--- config.mk ---
export PLATFORM = sky130hd
export DESIGN_NAME = snake_body_engine
export DESIGN_NICKNAME = d
export VERILOG_FILES = /design/src/rtl/snake_body_engine.sv
export SDC_FILE = /design/constraint.sdc
export NUM_CORES = 2
export LEC_CHECK = 0
export ABC_AREA = 0
export CAP_MARGIN = 15
export CORE_MARGIN = 2
export CORE_UTILIZATION = 55
export CTS_BUF_LIST = sky130_fd_sc_hd__clkbuf_2 sky130_fd_sc_hd__clkbuf_4 sky130_fd_sc_hd__clkbuf_8
export DETAILED_ROUTE_END_ITERATION = 12
export GPL_ROUTABILITY_DRIVEN = 0
export PLACE_DENSITY = 0.68
export SLEW_MARGIN = 20
export SYNTH_ARGS = -nofsm -noshare
export SYNTH_HDL_FRONTEND = slang
export SYNTH_SLANG_ARGS = --single-unit
--- constraint.sdc ---
create_clock -name clock -period 35 [get_ports clock]
set_input_delay 10.5 -clock clock [delete_from_list [all_inputs] [get_ports clock]]
set_output_delay 10.5 -clock clock [all_outputs]
set_load 0.01 [all_outputs]
--- src/rtl/snake_body_engine.sv ---
// snake_body_engine: snake segment store, one-cell movement per step, queued growth,
// wall-kill or torus-wrap edges, and a one-compare-per-cycle self-collision scan.
module snake_body_engine #(
   parameter int MAX_LEN  = 128,
   parameter int X_W      = 8,
   parameter int Y_W      = 7,
   parameter int GRID_W   = 160,
   parameter int GRID_H   = 120,
   parameter int INIT_LEN = 10,
   parameter int INIT_X   = 80,
   parameter int INIT_Y   = 60,
   parameter int WRAP     = 0,
   localparam int LW      = $clog2(MAX_LEN + 1)
) (
   input  logic           clock,
   input  logic           resetn,
   input  logic           step,
   input  logic           dir_valid,
   input  logic [1:0]     dir_in,
   input  logic           grow_valid,
   input  logic [3:0]     grow_amt,
   input  logic [LW-1:0]  rd_idx,
   output logic [X_W-1:0] rd_x,
   output logic [Y_W-1:0] rd_y,
   output logic           rd_valid,
   output logic [X_W-1:0] head_x,
   output logic [Y_W-1:0] head_y,
   output logic [LW-1:0]  length,
   output logic           busy,
   output logic           step_done,
   output logic           endgame
);
   localparam int IW = $clog2(MAX_LEN);
   localparam logic [X_W-1:0] XM = X_W'(GRID_W - 1);
   localparam logic [Y_W-1:0] YM = Y_W'(GRID_H - 1);
   localparam logic [X_W-1:0] X1 = X_W'(1);
   localparam logic [Y_W-1:0] Y1 = Y_W'(1);
   localparam logic [LW-1:0] ONE = LW'(1);
   typedef enum logic [1:0] {IDLE, SCAN, DEAD} state_t;
   state_t state;
   logic [X_W-1:0] seg_x [MAX_LEN];
   logic [Y_W-1:0] seg_y [MAX_LEN];
   logic [1:0] dir, dir_pend;
   logic [7:0] pending, sat;
   logic [8:0] sum;
   logic [X_W-1:0] nx;
   logic [Y_W-1:0] ny;
   logic off, full, grows, hit;
   logic [LW-1:0] new_len, idx;
   assign head_x = seg_x[0];
   assign head_y = seg_y[0];
   always_comb begin
      sum = {1'b0, pending} + {5'b0, grow_valid ? grow_amt : 4'd0};
      sat = sum[8] ? 8'hff : sum[7:0];
      full = length == LW'(MAX_LEN);
      grows = !full && sat != 8'd0;
      new_len = length + (grows ? ONE : '0);
      off = (dir_pend == 2'b00 && seg_y[0] == '0) || (dir_pend == 2'b01 && seg_x[0] == XM) ||
            (dir_pend == 2'b10 && seg_x[0] == '0) || (dir_pend == 2'b11 && seg_y[0] == YM);
      nx = dir_pend == 2'b01 ? (seg_x[0] == XM ? '0 : seg_x[0] + X1) :
           dir_pend == 2'b10 ? (seg_x[0] == '0 ? XM : seg_x[0] - X1) : seg_x[0];
      ny = dir_pend == 2'b11 ? (seg_y[0] == YM ? '0 : seg_y[0] + Y1) :
           dir_pend == 2'b00 ? (seg_y[0] == '0 ? YM : seg_y[0] - Y1) : seg_y[0];
      hit = seg_x[idx[IW-1:0]] == seg_x[0] && seg_y[idx[IW-1:0]] == seg_y[0];
      rd_valid = rd_idx < length;
      rd_x = rd_idx < LW'(MAX_LEN) ? seg_x[rd_idx[IW-1:0]] : '0;
      rd_y = rd_idx < LW'(MAX_LEN) ? seg_y[rd_idx[IW-1:0]] : '0;
   end
   always_ff @(posedge clock) begin
      if (!resetn) begin
         for (int i = 0; i < MAX_LEN; i++) begin
            seg_x[i] <= i < INIT_LEN ? X_W'(INIT_X - i) : '0;
            seg_y[i] <= i < INIT_LEN ? Y_W'(INIT_Y) : '0;
         end
         dir <= 2'b01;
         dir_pend <= 2'b01;
         length <= LW'(INIT_LEN);
         pending <= '0;
         idx <= ONE;
         busy <= 1'b0;
         step_done <= 1'b0;
         endgame <= 1'b0;
         state <= IDLE;
      end else begin
         step_done <= 1'b0;
         if (state != DEAD) begin
            if (dir_valid && dir_in != ~dir) dir_pend <= dir_in;
            pending <= sat;
         end
         case (state)
            IDLE: if (step) begin
               dir <= dir_pend;
               if (off && WRAP == 0) begin
                  endgame <= 1'b1;
                  state <= DEAD;
               end else begin
                  for (int i = 1; i < MAX_LEN; i++) begin
                     seg_x[i] <= seg_x[i-1];
                     seg_y[i] <= seg_y[i-1];
                  end
                  seg_x[0] <= nx;
                  seg_y[0] <= ny;
                  length <= new_len;
                  pending <= full ? '0 : grows ? sat - 8'd1 : sat;
                  idx <= ONE;
                  step_done <= new_len == ONE;
                  busy <= new_len != ONE;
                  state <= new_len == ONE ? IDLE : SCAN;
               end
            end
            SCAN: begin
               // idx never exceeds length-1, so every compare is against a live segment
               if (hit) begin
                  endgame <= 1'b1;
                  busy <= 1'b0;
                  state <= DEAD;
               end else if (idx == length - ONE) begin
                  step_done <= 1'b1;
                  busy <= 1'b0;
                  state <= IDLE;
               end else begin
                  idx <= idx + ONE;
               end
            end
            default: ;
         endcase
      end
   end
endmodule

==> parameters.txt <==
Parameter                              Value

Outcome
  Outcome ... finished, final reports clean

GRT
  Antenna violations before repair ... 8
  Aggregate global routing overflow ... 0
  Largest net degree at the start of global routing ... 213
  Vias in the first global route ... just over 70000
  Wire length of the first global-routing pass ... 430 mm
  Global routing usage summed across all routing layers ... 28.6%

Worst setup path
  Destination of the critical timing path ... rd_x[1]
  Data arrival, critical path ... 15760 ps
  Category of cells accounting for the largest share of critical-path delay ... buffers and inverters
  Crit path required time ... 24500 ps
  R2R Path Start ... seg_x[0][4]
  Destination of the worst register-to-register timing path ... seg_x[27][4]
  Worst path max stage delay ... between 800 and 900 ps
  Max stage delay cell, worst path ... buf_4
  Critical path buffer and inverter count ... 4
  Critical Path Start Type ... input port
  Series of cell instances along the critical path ... buf_8, buf_4, buf_4, mux4_2, mux4_2, mux4_2, mux2i_1, nor2_1, clkdlybuf4s50_1
  Slack of the worst reg-to-reg path ... around 27000 ps
  Worst setup path startpoint ... rd_idx[1]
  Cell depth of the worst flop-to-flop path ... 13
  Crit end category ... primary output
  Number of gates on the worst path with buffers counted ... 9
  Critical setup path kind ... in -> out
  Most used cell along the critical path ... mux4_2
  Maximum fanout along the worst path ... 86

Floorplanning
  # rows ... 160
  Core region area ... roughly 190000 um2
  Chip Width ... 440 um
  Die area ... 194000 um2
  Boundary pin count ... about 60
  Height of the chip ... 440 um
  Starting density of the core ... a little under three fifths

Timing
  Number of endpoints failing setup at the final stage ... 0
  Minimum clock period after layout ... 26260 ps
  Final Slew Violations ... 0
  Final Hold Violating Endpoints ... 0
  Setup repair after global routing missed its margin ... false
  Post-route clock skew ... approximately 60 ps
  Worst slew margin relative to its limit ... between 10% and 20%
  Final critical-path setup slack ... 8740 ps
  Post-route fraction of the period consumed by the critical path ... between 70% and 80%
  Highest clock rate ... 0.0381 GHz
  Worst-margin pin slew ... 1300 ps
  Setup TNS Final ... 0 ps

Power and ir drop
  Leakage dissipation ... 37.9 nW
  Internal Dissipation ... 4.25 mW
  Share of power burned in registers ... around 45%
  IR Drop Worst-Case VDD ... 44.7 uV
  Fraction of power spent switching nets ... approximately 30%
  Power consumption ... 6.01 mW
  Total power per unit cell area ... 52.9 nW/um2
  Relative contribution of combinational cells to total power ... 18.2%
  Switching component of the power ... roughly 1.8 mW
  Relative contribution of the clock network to total power ... 37.2%

CTS
  Number of clock sinks seen by CTS ... 1960
  Postcts setup bufs ... 0
  Number of clock buffers inserted by TritonCTS ... 348
  Post-cts hold buffer count ... 0
  Source-to-sink clock delay at the later pin of the worst-skew pair ... between 1000 and 1500 ps
  Total of cells resized after clock tree synthesis ... 0
  Buffer levels on the longest clock path ... 4
  TritonCTS clock tree ... done
  Root buffer selected by CTS ... clkbuf_8
  H-tree levels ... 5
  Clock-pin slew on the worst setup and hold paths ... 70 ps

Detailed routing
  Post-route DRC violation count ... 0
  Via count ... 72300
  Average via count per standard cell ... 6.42
  Average wire length per cell after detail routing ... 24.7 um
  Number of detailed-route iterations in the first pass ... 6
  Total Routed Length ... 278 mm
  Drt first-iter violations ... about 8000
  Routed Antenna Nets ... 0

Place
  Cell count after placement ... 10600
  Placed wire-length estimate after detailed placement ... approximately 170 mm
  DP Area ... 106000 um2
  Count of input and output buffers ... 60
  Place WS ... 8700 ps

Synthesis
  Number of nets produced by synthesis ... 8751
  Area of the mapped netlist ... 105000 um2
  Post-Synthesis Cells ... around 8700
  Number of synthesis warnings ... 0
  Flip-flop cell with the highest count after synthesis ... edfxtp_1
  Post-synth cell types ... 82
  FF+latch count, synth ... 1960
  Sequential-to-total area share from yosys stat ... 46.9%
  Post-synth ARST share ... 0%
  Per-instance average area after synthesis ... 12.0 um2
  Number of enable-type register cells in the synthesized netlist ... 990

Final layout
  Final std cell area, no fill ... approximately 110000 um2
  Count of nets after finishing ... 8522
  Layout cell share with drive strength beyond 1 ... 21.4%
  Count of non-filler cells in the finished layout ... around 11000
  Synth-to-Final Area Change ... 8.43%

Job
  Number of violations of the max-capacitance limit ... 0

Hold path
  Hold crit path type ... reg -> reg
-- power groups by stage --
stage | combinational, mW | clock (mW) | sequential, mW
4_1_cts | 1.09 | 2.27 | 2.67
3_5_place_dp | 1.09 | 0 | 2.72
5_1_grt | 1.15 | 2.37 | 2.69
2_1_floorplan | 0.805 | 0 | 2.74
6_report | 1.09 | 2.24 | 2.68
3_3_place_gp | 1.07 | 0 | 2.72
-- Yosys cell counts (54+ instances only) --
cell type / number / area (um2)
nand2_1: 2009 / 7540
mux4_2: 1075 / 24200
edfxtp_1: 990 / 29700
dfxtp_1: 970 / 19400
a21boi_0: 939 / 7050
and2_1: 932 / 5830
clkbuf_1: 582 / 2180
mux2i_1: 204 / 2040
nor2_1: 77 / 289
nand2b_1: 76 / 475
buf_1: 67 / 251
a21oi_1: 54 / 270
-- cell families after synthesis --
logic type | after synthesis | synth area share, %
and+or+nand+nor | 3267 | 14.5
DFF | 1960 | 46.9
AOI/OAI and AO/OA | 1300 | 9.23
muxes | 1291 | 25.2
buffers and inverters | 810 | 3.35
xor gates and xnor gates | 54 | 0.452
adders and majority gates | 25 | 0.306
-- layer usage --
layer | vias up | share of wire [%] | global-route usage (%)
li1 | 31600 | - | -
met3 | 528 | 8.6 | 5.31
met4 | 4 | 3.3 | 10.1
met1 | 36900 | 42 | 40.6
met5 | - | 0.0094 | 0
met2 | 3301 | 47 | 44.2
-- layout by cell type (no fill, tap or decap), types with 28 or more instances in the layout --
master and count:
nand2_1 2008, mux4_2 1075, edfxtp_1 990, dfxtp_1 964
a21boi_0 939, and2_1 930, clkbuf_8 404, mux2i_1 203
clkbuf_4 138, buf_4 128, nand2b_1 76, nor2_1 75
a21oi_1 54, clkdlybuf4s50_1 52, a22oi_1 50, nand3_1 49
clkinv_2 49, o21ai_0 38, xnor2_1 35, a31oi_1 28
-- metrics by stage --
stage | util [%] | hold WS [ps]
after floorplan | - | 450
after global placement | 56.1 | 462
after detailed placement | 56.1 | 471
after CTS | 59.9 | 454
after global routing | 59.9 | 478
final | 59.9 | 461
-- worst min-delay path by stage --
stage	slack, ps	cells past startpoint	start	to
floorplan	450	2	seg_x[127][1]	seg_x[127][1]
global placement	460	2	seg_x[127][3]	seg_x[127][3]
detailed placement	470	2	seg_y[127][4]	seg_y[127][4]
CTS	450	2	seg_x[83][4]	seg_x[84][4]
global route	480	2	seg_x[83][4]	seg_x[84][4]
finish	460	2	seg_x[126][6]	seg_x[127][6]
-- layout make-up --
class                   instances  area, um2
repair buffers                198       1790
fillers                     14900      76100
flip-flops and latches       1960      49200
clock buffers                 541       6580
inverters                      33        135
well taps                    2511       3140
clock inverters                77        598
multi-input cells            5937      52100
diodes                          2       5.00
-- sequential cells by signal, summed over array words and instances, names as in the netlist, 2 cells and up, named ones only --
signal / cells
seg_x: 1024
seg_y: 896
idx: 8
length: 8
pending: 8
dir: 2
dir_pend: 2
state: 2
-- tightest hold or removal path, stage by stage, from the launching register on --
cell and delay, ps:
dfxtp_1 340, nand2_1 70, a21boi_0 60
Power figures use the tool's default switching activity.
